==> config.mk <==
export PLATFORM = sky130hd
export DESIGN_NAME = serial_subtractor
export DESIGN_NICKNAME = d
export VERILOG_FILES = /design/src/rtl/serial_sub_pkg.sv /design/src/rtl/full_subtractor_cell.sv /design/src/rtl/serial_subtractor.sv
export SDC_FILE = /design/constraint.sdc
export NUM_CORES = 1
export LEC_CHECK = 0
export ABC_AREA = 0
export BUFFER_PORTS_ARGS = -buffer_cell sky130_fd_sc_hd__buf_2
export CAP_MARGIN = 0
export CORE_MARGIN = 1
export CORE_UTILIZATION = 50
export DETAILED_ROUTE_END_ITERATION = 8
export PLACE_DENSITY = 0.75
export SLEW_MARGIN = 20
export SYNTH_ARGS = -nofsm -noshare
export SYNTH_HDL_FRONTEND = slang
export SYNTH_SLANG_ARGS = --single-unit
==> constraint.sdc <==
create_clock -name clk -period 1.69 [get_ports clk]
set_clock_uncertainty 0.15 [all_clocks]
set_input_delay 0.169 -clock clk [delete_from_list [all_inputs] [get_ports clk]]
set_output_delay 0.169 -clock clk [all_outputs]
set_load 0.01 [all_outputs]
==> src/rtl/serial_sub_pkg.sv <==
// Shared types and constants for the bit-serial subtractor.
package serial_sub_pkg;

   // Controller states: waiting for operands, shifting bits, holding result.
   typedef enum logic [1:0] {
      IDLE = 2'd0,
      RUN  = 2'd1,
      DONE = 2'd2
   } ssub_state_t;

   // A subtraction starts with no incoming borrow.
   localparam logic BORROW_RST = 1'b0;

endpackage

==> src/rtl/full_subtractor_cell.sv <==
// One-bit full subtractor: d = a - b - bin, bout set when the bit underflows.
module full_subtractor_cell (
   input  logic a,
   input  logic b,
   input  logic bin,
   output logic d,
   output logic bout
);

   // Difference bit and borrow toward the next more significant bit.
   always_comb begin
      d    = a ^ b ^ bin;
      bout = (~a & b) | (~(a ^ b) & bin);
   end

endmodule

==> src/rtl/serial_subtractor.sv <==
// Bit-serial a - b, LSB first, one bit per clock through a single subtractor cell.
module serial_subtractor
   import serial_sub_pkg::*;
#(
   parameter int unsigned WIDTH = 8
) (
   input  logic             clk,
   input  logic             rst,
   input  logic             in_valid,
   output logic             in_ready,
   input  logic [WIDTH-1:0] a,
   input  logic [WIDTH-1:0] b,
   output logic             out_valid,
   input  logic             out_ready,
   output logic [WIDTH-1:0] diff,
   output logic             borrow_out,
   output logic             busy
);

   localparam int unsigned CNT_W = (WIDTH > 1) ? $clog2(WIDTH) : 1;
   localparam logic [CNT_W-1:0] LAST_BIT = CNT_W'(WIDTH - 1);

   ssub_state_t      state_q, state_d;
   logic [WIDTH-1:0] a_sh, b_sh, diff_sh;
   logic             borrow_q;
   logic [CNT_W-1:0] cnt;
   logic             cell_d, cell_bout;
   logic             accept, last_bit;

   assign accept   = (state_q == IDLE) && in_valid;
   assign last_bit = (cnt == LAST_BIT);

   full_subtractor_cell u_cell (
      .a    (a_sh[0]),
      .b    (b_sh[0]),
      .bin  (borrow_q),
      .d    (cell_d),
      .bout (cell_bout)
   );

   // State register; reset discards any in-flight operation.
   always_ff @(posedge clk or posedge rst) begin
      if (rst) begin
         state_q <= IDLE;
      end else begin
         state_q <= state_d;
      end
   end

   // Next-state decode.
   always_comb begin
      state_d = state_q;
      unique case (state_q)
         IDLE:    if (in_valid) state_d = RUN;
         RUN:     if (last_bit) state_d = DONE;
         DONE:    if (out_ready) state_d = IDLE;
         default: state_d = IDLE;
      endcase
   end

   // Outputs come only from registered state and datapath registers.
   always_comb begin
      in_ready   = (state_q == IDLE);
      out_valid  = (state_q == DONE);
      busy       = (state_q != IDLE);
      diff       = diff_sh;
      borrow_out = borrow_q;
   end

   // Datapath: load operands on accept, then shift one bit per RUN cycle.
   always_ff @(posedge clk or posedge rst) begin
      if (rst) begin
         a_sh     <= '0;
         b_sh     <= '0;
         diff_sh  <= '0;
         borrow_q <= BORROW_RST;
         cnt      <= '0;
      end else if (accept) begin
         a_sh     <= a;
         b_sh     <= b;
         diff_sh  <= '0;
         borrow_q <= BORROW_RST;
         cnt      <= '0;
      end else if (state_q == RUN) begin
         a_sh     <= a_sh >> 1;
         b_sh     <= b_sh >> 1;
         // Result bits enter at the MSB so bit 0 lands at position 0 after WIDTH shifts.
         diff_sh  <= {cell_d, diff_sh[WIDTH-1:1]};
         borrow_q <= cell_bout;
         cnt      <= cnt + 1'b1;
      end
   end

endmodule

==> metrics.yaml, run 1 <==
status: "finished clean"
cp_cell_sequence: "buf_4 -> nor2b_2 -> buf_2"
rows: 19
drtIter0Drc: 30
hp-class: "input pin to register"
dp_slack_ns: 0.114
critPathTopFamily: "flip-flops"
layout-drive-gt1-share: 0.310
clkLatencyLatePin_ns: 0.33
grt_pass1_wl_um: 4680
worstMarginPinSlew_ns: 0.647
power.share.clock: 0.184
drv_slew: 0
viasPerCell: 5.52
avgSynthCellArea_um2: 11.2
hold_viol_final: 0
clkTransAtPathRegs_ns: 0.10
cts_sinks: 30
netlist_instances: 128
die_h_um: 55.5
worst_slack_ns: 0.111
busiest_layer: "met2"
drtAntennaViolNets: 0
path_max_fanout: 17
die_w_um: 55.5
timing.fmax_ghz: 0.633
clockBufferDepth: 2
grt_setup_unrepaired: "false"
crit_slowest_cell: "dfrtp_2"
place_area_mm2: 0.00161
cp_data_arrival_time_ns: 1.26
initial_core_util: 0.523
multi_input_area_um2: 561
final_common_cell: "buf_2"
grt_use_met1: 0.254
insertedDiodeCount: 0
hold_depth: 3
maxCapViolCount: 0
drt_pass1_iterations: 5
cp_slowest_stage_delay_ns: 0.46
vias: 1098
tns_ns: 0
io_pins: 32
routed_wl_um: 2680
ys_types: 24
nFillCells: 234
p_sw_frac: 0.355
gp_congestion: 0.723
overflow: 0
cts_htree_levels: 2
timing_worst_setup_path_type: "register to primary output"
cts_root_buffer: "clkbuf_4"
synth-seq-area-share: 0.525
use_met2: 0.308
ys_warn_count: 0
wl_per_cell_um: 13.5
synth.net_count: 151
layout_min_cycle_time_ns: 1.58
drcViolationCount: 0
pwr-share-seq: 0.408
ys_ff_latch: 30
switching_power_mw: 1.08
fin_total_pwr_mw: 3.04
mostFrequentLayoutCells: "buf_2 (31), dfrtp_1 (28), inv_1 (20)"
grt_max_degree: 31
ir_drop_mv: 1.23
power_density_mw_per_mm2: 1730
seq_area_um2: 753
cts_tree: "done"
required_ns: 1.37
hpwl_um: 1800
synthesis.area_mm2: 0.00143
port_buffers: 31
first_global_vias: 1033
areaGrowthSynthToFinish_pct: 22.8
endpoint_kind: "primary output"
antenna_found_initial: 0
fin_area_mm2: 0.00176
final_nets: 190
crit_buf_inv: 2
internal_power_mw: 1.97
cp.depth: 3
p_leak_nw: 0.838
finalCritPeriodShare: 0.934
cts_buffers: 5
finalSetupViolCount: 0
use_met3: 0.0749
die_area_mm2: 0.00308
slew_headroom: 0.568
core_mm2: 0.00273
r2r_cells: 3
start_kind: "register"
grtUsageTotal: 0.196
power_frac_comb: 0.408
registers in the layout, summed over array words and instances, names as in the netlist:
| register | cells |
|---|---|
| cnt | 3 |
| state_q | 2 |
| a_sh | 8 |
| diff | 8 |
| b_sh | 8 |
| borrow_out | 1 |
layout make-up:
class	instances	area share
clock buffer	5	0.0214
clock inverter	3	0.0228
inverter	20	0.0427
multi-input combinational	67	0.319
sequential	30	0.429
tap	31	0.0221
timing repair buffer	43	0.143
power by group through the flow:
stage	registers [mW]	clock network (mW)	logic, mW
4_1_cts	1.26	0.574	1.22
2_1_floorplan	1.25	0	0.893
3_5_place_dp	1.27	0	1.19
3_3_place_gp	1.26	0	1.15
6_report	1.24	0.559	1.24
5_1_grt	1.29	0.609	1.42
Yosys cell counts (all sizes together):
| cell type | count | area [um^2] |
|---|---|---|
| clkbuf | 2 | 8.75 |
| nor3b | 7 | 52.6 |
| o2bb2ai | 1 | 8.76 |
| a222oi | 1 | 10.0 |
| nor2b | 2 | 12.5 |
| o21bai | 1 | 18.8 |
| ha | 2 | 25.0 |
| o311ai | 1 | 8.76 |
| inv | 20 | 75.1 |
| nor4b | 13 | 114 |
| mux2 | 1 | 11.3 |
| dfrtp | 30 | 751 |
| and2b | 1 | 7.51 |
| nand2 | 2 | 7.51 |
| nor2 | 7 | 26.3 |
| a211oi | 7 | 52.6 |
| a21oi | 1 | 5.00 |
| nand4bb | 1 | 11.3 |
| fa | 1 | 20.0 |
| a32o | 1 | 10.0 |
| a22o | 11 | 96.3 |
| a221oi | 6 | 52.6 |
| buf | 9 | 45.0 |
routing by layer:
layer / vias up / part of all wire
met4: 0 / 0.011
met2: 27 / 0.48
met1: 529 / 0.46
li1: 539 / -
met3: 3 / 0.055
met5: - / 0
cells by family (layout without fill, tap and decap cells):
family	count (synthesis)	count (layout)	synth area share
AOI/OAI and AO/OA	30	30	0.184
adders and majority gates	3	3	0.0315
buffers and inverters	31	71	0.0901
DFF	30	30	0.525
muxes	1	1	0.00787
and+or+nand+nor	33	33	0.162
worst reg2reg max path, stage by stage (launching register included):
cell      delay, ns
dfrtp_2        0.42
buf_4          0.16
o21bai_4       0.32
a221oi_1       0.39
path summary, 6_finish.rpt:
kind / to / slack [ns] / startpoint
max: out_valid / 0.11 / state_q[0]$_DFFE_PP0P_
min: a_sh[3]$_DFFE_PP0P_ / 0.04 / a[3]
max reg2reg: b_sh[1]$_DFFE_PP0P_ / 0.15 / state_q[1]$_DFFE_PP0P_
min reg2reg: diff[0]$_DFFE_PP0P_ / 0.36 / diff[0]$_DFFE_PP0P_
max in group asynchronous: state_q[1]$_DFFE_PP0P_ / 0.81 / rst
min in group asynchronous: a_sh[2]$_DFFE_PP0P_ / 0.27 / rst
through the flow:
| step | utilization | hold WS (ns) | cells |
|---|---|---|---|
| CTS | 0.635 | 0.0339 | 196 |
| finish | 0.643 | 0.0427 | 199 |
| global route | 0.643 | 0.0287 | 199 |
| floorplan | - | 0.110 | 128 |
| global placement | 0.588 | 0.102 | 184 |
| detailed placement | 0.588 | 0.111 | 184 |
timing repair:
| item | in CTS | in global routing |
|---|---|---|
| endpoints found under the hold margin | 33 | 0 |
| endpoints found under the setup margin | 3 | 3 |
| buffers inserted | 0 | 3 |
| hold buffers | 4 | 0 |
| resized for setup | 4 | 1 |
No activity file was read; power rests on OpenSTA's default activity.
==> run 2, diff against run 1 <==
Settings changed: PLACE_DENSITY 0.75 to 0.77.
==> run 2 against run 1 <==
Compared with the run above: first-iteration DRC count increased by 63%; sequential cell count unchanged; fmax decreased by 1.5%; non-clock buffer count decreased by 1; final cell count decreased by 0.50%; total power decreased by 3.4%; cell area decreased by 1.2%; core utilization decreased by 0.78 points; critical path depth increased by 1; clock-buffer cell count increased by 2; critical endpoint is now busy.
==> metrics.yaml, run 2 (synthesized netlist as in run 1, its figures left out) <==
cts_htree_levels: 2
slew_headroom: 0.571
grtUsageTotal: 0.209
drt_pass1_iterations: 6
drv_slew: 0
drtIter0Drc: 49
viasPerCell: 5.73
drcViolationCount: 0
fin_area_mm2: 0.00174
multi_input_area_um2: 558
finalSetupViolCount: 0
tns_ns: 0
cts_buffers: 5
seq_area_um2: 752
nFillCells: 221
maxCapViolCount: 0
required_ns: 1.37
cp_cell_sequence: "buf_6 -> nor2_4 -> inv_1 -> buf_2"
start_kind: "register"
first_global_vias: 1114
hp-class: "input pin to register"
final_nets: 189
overflow: 0
cts_tree: "done"
ir_drop_mv: 1.12
endpoint_kind: "primary output"
antenna_found_initial: 0
layout_min_cycle_time_ns: 1.60
timing.fmax_ghz: 0.624
drtAntennaViolNets: 0
vias: 1135
finalCritPeriodShare: 0.948
holdWs_ns: 0.0412
status: "finished clean"
crit_slowest_cell: "dfrtp_1"
timing_worst_setup_path_type: "register to primary output"
grt_max_degree: 31
routed_wl_um: 2810
cts_sinks: 30
insertedDiodeCount: 0
die_area_mm2: 0.00308
cp_slowest_stage_delay_ns: 0.44
core_mm2: 0.00273
place_area_mm2: 0.00161
clkTransAtPathRegs_ns: 0.10
hold_viol_final: 0
p_leak_nw: 0.830
wl_per_cell_um: 14.2
clkLatencyLatePin_ns: 0.33
initial_core_util: 0.523
power_density_mw_per_mm2: 1700
grt_pass1_wl_um: 4950
rows: 19
clockBufferDepth: 2
grt_setup_unrepaired: "false"
port_buffers: 31
die_w_um: 55.5
areaGrowthSynthToFinish_pct: 21.3
cp_data_arrival_time_ns: 1.28
path_max_fanout: 21
layout-drive-gt1-share: 0.293
die_h_um: 55.5
cts_root_buffer: "clkbuf_4"
mostFrequentLayoutCells: "buf_2 (31), dfrtp_1 (29), inv_1 (20)"
worstMarginPinSlew_ns: 0.642
final_common_cell: "buf_2"
io_pins: 32
hpwl_um: 1850
gp_congestion: 0.782
[run 2: worst max-delay path: cells and delay by family (launching register included)]
family | cells | cell delay, ns
flip-flops | 1 | 0.44
buffers and inverters | 3 | 0.37
AND/OR/NAND/NOR | 1 | 0.15
[run 2: final timing paths]
kind | cells past startpoint | slack, ns | start | endpoint
worst max-delay path | 4 | 0.09 | state_q[0]$_DFFE_PP0P_ | busy
worst min-delay path | 3 | 0.04 | a[4] | a_sh[4]$_DFFE_PP0P_
worst max register to register | 2 | 0.19 | state_q[0]$_DFFE_PP0P_ | b_sh[1]$_DFFE_PP0P_
worst min register to register | 1 | 0.36 | a_sh[7]$_DFFE_PP0P_ | a_sh[7]$_DFFE_PP0P_
max in group asynchronous | 4 | 0.78 | rst | state_q[1]$_DFFE_PP0P_
min in group asynchronous | 4 | 0.29 | rst | a_sh[2]$_DFFE_PP0P_
[run 2: report_power, final]
group          switching, mW  internal [mW]
Clock                  0.243          0.201
Sequential             0.204           1.04
Combinational          0.637          0.613
Total                   1.08           1.86
[run 2: layout make-up]
type                    count  share of cell area
flip-flops and latches     30               0.433
multi-input cells          67               0.322
repair buffers             42               0.145
inverters                  20              0.0433
clock buffers               7              0.0317
well taps                  31              0.0224
clock inverters             1             0.00288
[run 2: what timing repair did]
item                                    CTS  global route
gates resized for setup                   3             1
endpoints found under the hold margin    33             0
hold buffers                              4             0
cloned                                    0             0
setup buffers                             0             2
endpoints found under the setup margin    3             2
[run 2: through the flow]
stage	total power, mW	util	setup slack, ns	std cells
2_1_floorplan	2.14	-	0.301	128
3_3_place_gp	2.41	0.588	0.250	184
3_5_place_dp	2.48	0.588	0.187	184
4_1_cts	2.96	0.628	0.0342	196
5_1_grt	3.20	0.635	0.00800	198
6_report	2.94	0.635	0.0873	198
[run 2: layer usage]
metal	wire length, um	vias to the layer above	GRT usage	share of wire
met4	46	0	0.0750	0.016
li1	-	539	-	-
met5	0	-	0	0
met2	1340	32	0.322	0.48
met1	1250	560	0.278	0.45
met3	162	4	0.0703	0.058
==> run 3, diff against run 2 <==
Settings changed: ABC_AREA 0 to 1, CTS_BUF_LIST set to sky130_fd_sc_hd__clkbuf_4, PLACE_DENSITY 0.77 to 0.84.
==> run 3 against run 2 <==
Compared with the run above: non-clock buffer count increased by 9; critical endpoint is now b_sh[2]$_DFFE_PP0P_; first-iteration DRC count is 31% lower; clock-buffer cell count decreased by 1; combinational power fell by 20%; sequential share of layout area grew 0.18 points; via count increased by 2.5%; core utilization is 5.5 points higher.
==> metrics.yaml, run 3 <==
status: "finished clean"
first_global_vias: 1122
worstMarginPinSlew_ns: 0.661
synth_top_area_share: 0.558
yosysMostFrequentCell: "nand2_1"
fin_total_pwr_mw: 2.61
rows: 18
worst_slack_ns: 0.205
endpoint_kind: "register"
cp_data_arrival_time_ns: 1.59
dp_slack_ns: 0.213
vias: 1163
grt_pass1_wl_um: 4580
ys_types: 14
switching_power_mw: 1.03
mostFrequentLayoutCells: "nand2_1 (67), buf_2 (31), nand3_1 (30), dfrtp_1 (30), dlygate4sd3_1 (18)"
synthesis.area_mm2: 0.00135
gp_congestion: 0.698
cts_tree: "done"
dr_wl_met2_um: 1360
drv_slew: 0
die_h_um: 53.9
maxCapViolCount: 0
power.share.clock: 0.155
required_ns: 1.79
tns_ns: 0
ys_warn_count: 0
yosys-top-cells-count: "nand2_1 (67), dfrtp_1 (30), nand3_1 (30)"
hpwl_um: 1630
top_layer_used: "met4"
hold_viol_final: 0
layout_min_cycle_time_ns: 1.48
synth.net_count: 175
internal_power_mw: 1.58
layout-drive-gt1-share: 0.216
grt_setup_unrepaired: "false"
io_pins: 32
ir_drop_mv: 1.10
synth_top_cell_by_area: "dfrtp_1"
areaGrowthSynthToFinish_pct: 28.2
clkTransAtPathRegs_ns: 0.09
pwr-share-seq: 0.462
avgSynthCellArea_um2: 8.86
die_w_um: 53.9
finalCritPeriodShare: 0.879
grt_max_degree: 31
antenna_found_initial: 0
viasPerCell: 4.97
path_max_fanout: 28
grtUsageTotal: 0.236
finalSetupViolCount: 0
power_frac_comb: 0.382
synth-seq-area-share: 0.558
synthArstFlopShare: 1.00
final_common_cell: "nand2_1"
ys_ff_latch: 30
p_leak_nw: 0.932
timing_worst_setup_path_type: "register to register"
clockBufferDepth: 2
ys.flop_type: "dfrtp_1"
timing.fmax_ghz: 0.673
drtAntennaViolNets: 0
clkLatencyLatePin_ns: 0.32
initial_core_util: 0.539
port_buffers: 31
drtIter0Drc: 34
netlist_instances: 152
p_sw_frac: 0.395
cts_buffers: 5
core_mm2: 0.00250
synthTopCellsByArea: "dfrtp_1 (56%), nand2_1 (19%), nand3_1 (11%), buf_6 (3.3%), inv_1 (2.0%)"
slew_headroom: 0.557
die_area_mm2: 0.00290
cts_htree_levels: 2
hp-class: "input pin to register"
final_nets: 226
start_kind: "register"
holdWs_ns: 0.121
insertedDiodeCount: 0
wl_met1_um: 1140
power_density_mw_per_mm2: 1510
cts_root_buffer: "clkbuf_4"
drcViolationCount: 0
wl_per_cell_um: 11.5
routed_wl_um: 2700
drt_pass1_iterations: 4
overflow: 0
synth_edf_count: 0
met3_length_um: 152
cts_sinks: 30
run 3: cell types whose count changed after synthesis, moves of 6 or more:
cell / before / now
nand2_1: 2 / 67
nand3_1: 0 / 30
inv_1: 20 / 7
nor4b_1: 13 / 0
a22o_1: 11 / 0
a211oi_1: 7 / 0
buf_2: 9 / 2
nor2_1: 7 / 0
nor3b_1: 7 / 0
a221oi_1: 6 / 0
run 3: logic make-up (layout without fill, tap and decap cells):
family	after synthesis	after routing	share of synthesized area
flops	30	30	0.558
buf+inv	15	67	0.0706
fa+ha+maj	3	3	0.0335
compound gates	5	5	0.0270
simple gates	99	99	0.311
run 3: routing by layer:
layer  global-route usage  vias to the layer above
met3               0.0847                        6
met2                0.401                       36
met5                    0                        -
met4                0.127                        0
li1                     -                      583
met1                0.253                      538
run 3: worst paths after layout:
| path | start | endpoint | slack, ns | depth (start not counted) |
|---|---|---|---|---|
| max | state_q[0]$_DFFE_PP0P_ | b_sh[2]$_DFFE_PP0P_ | 0.21 | 3 |
| min | in_valid | b_sh[7]$_DFFE_PP0P_ | 0.12 | 3 |
| max reg2reg | state_q[0]$_DFFE_PP0P_ | b_sh[2]$_DFFE_PP0P_ | 0.21 | 3 |
| min reg2reg | diff[0]$_DFFE_PP0P_ | diff[0]$_DFFE_PP0P_ | 0.33 | 2 |
| max in group asynchronous | rst | diff[6]$_DFFE_PP0P_ | 0.82 | 4 |
| min in group asynchronous | rst | cnt[2]$_DFFE_PP0P_ | 0.30 | 4 |
run 3: what timing repair did:
item / in CTS / in global routing
endpoints found under the hold margin: 47 / 0
setup endpoints to repair: 2 / 0
buffers inserted: 1 / 0
hold buffers: 18 / 0
gates resized for setup: 0 / 0
run 3: layout make-up:
| type | count | area (um^2) |
|---|---|---|
| fill | 202 | 774 |
| sequential | 30 | 751 |
| multi-input combinational | 107 | 500 |
| timing repair buffer | 51 | 350 |
| clock buffer | 6 | 45.0 |
| tap | 30 | 37.5 |
| inverter | 8 | 32.5 |
| clock inverter | 2 | 8.76 |
run 3: worst max-delay path: stages, from the launching register on:
cell,delay [ns]
dfrtp_1,0.47
o21ai_4,0.58
nand2_1,0.10
nand3_1,0.10
run 3: power groups by stage:
stage	sequential, mW	combinational (mW)	clock (mW)
final	1.21	0.997	0.405
after detailed placement	1.22	0.959	0
after floorplan	1.23	0.731	0
after global routing	1.25	1.16	0.453
after global placement	1.20	0.910	0
after CTS	1.21	1.01	0.415
run 3: per-stage QoR:
stage / cells / util / cell area, um^2
final: 234 / 0.690 / 1730
after global routing: 234 / 0.690 / 1730
after CTS: 234 / 0.690 / 1730
after detailed placement: 207 / 0.594 / 1480
after global placement: 207 / 0.594 / 1480
after floorplan: 152 / - / 1350
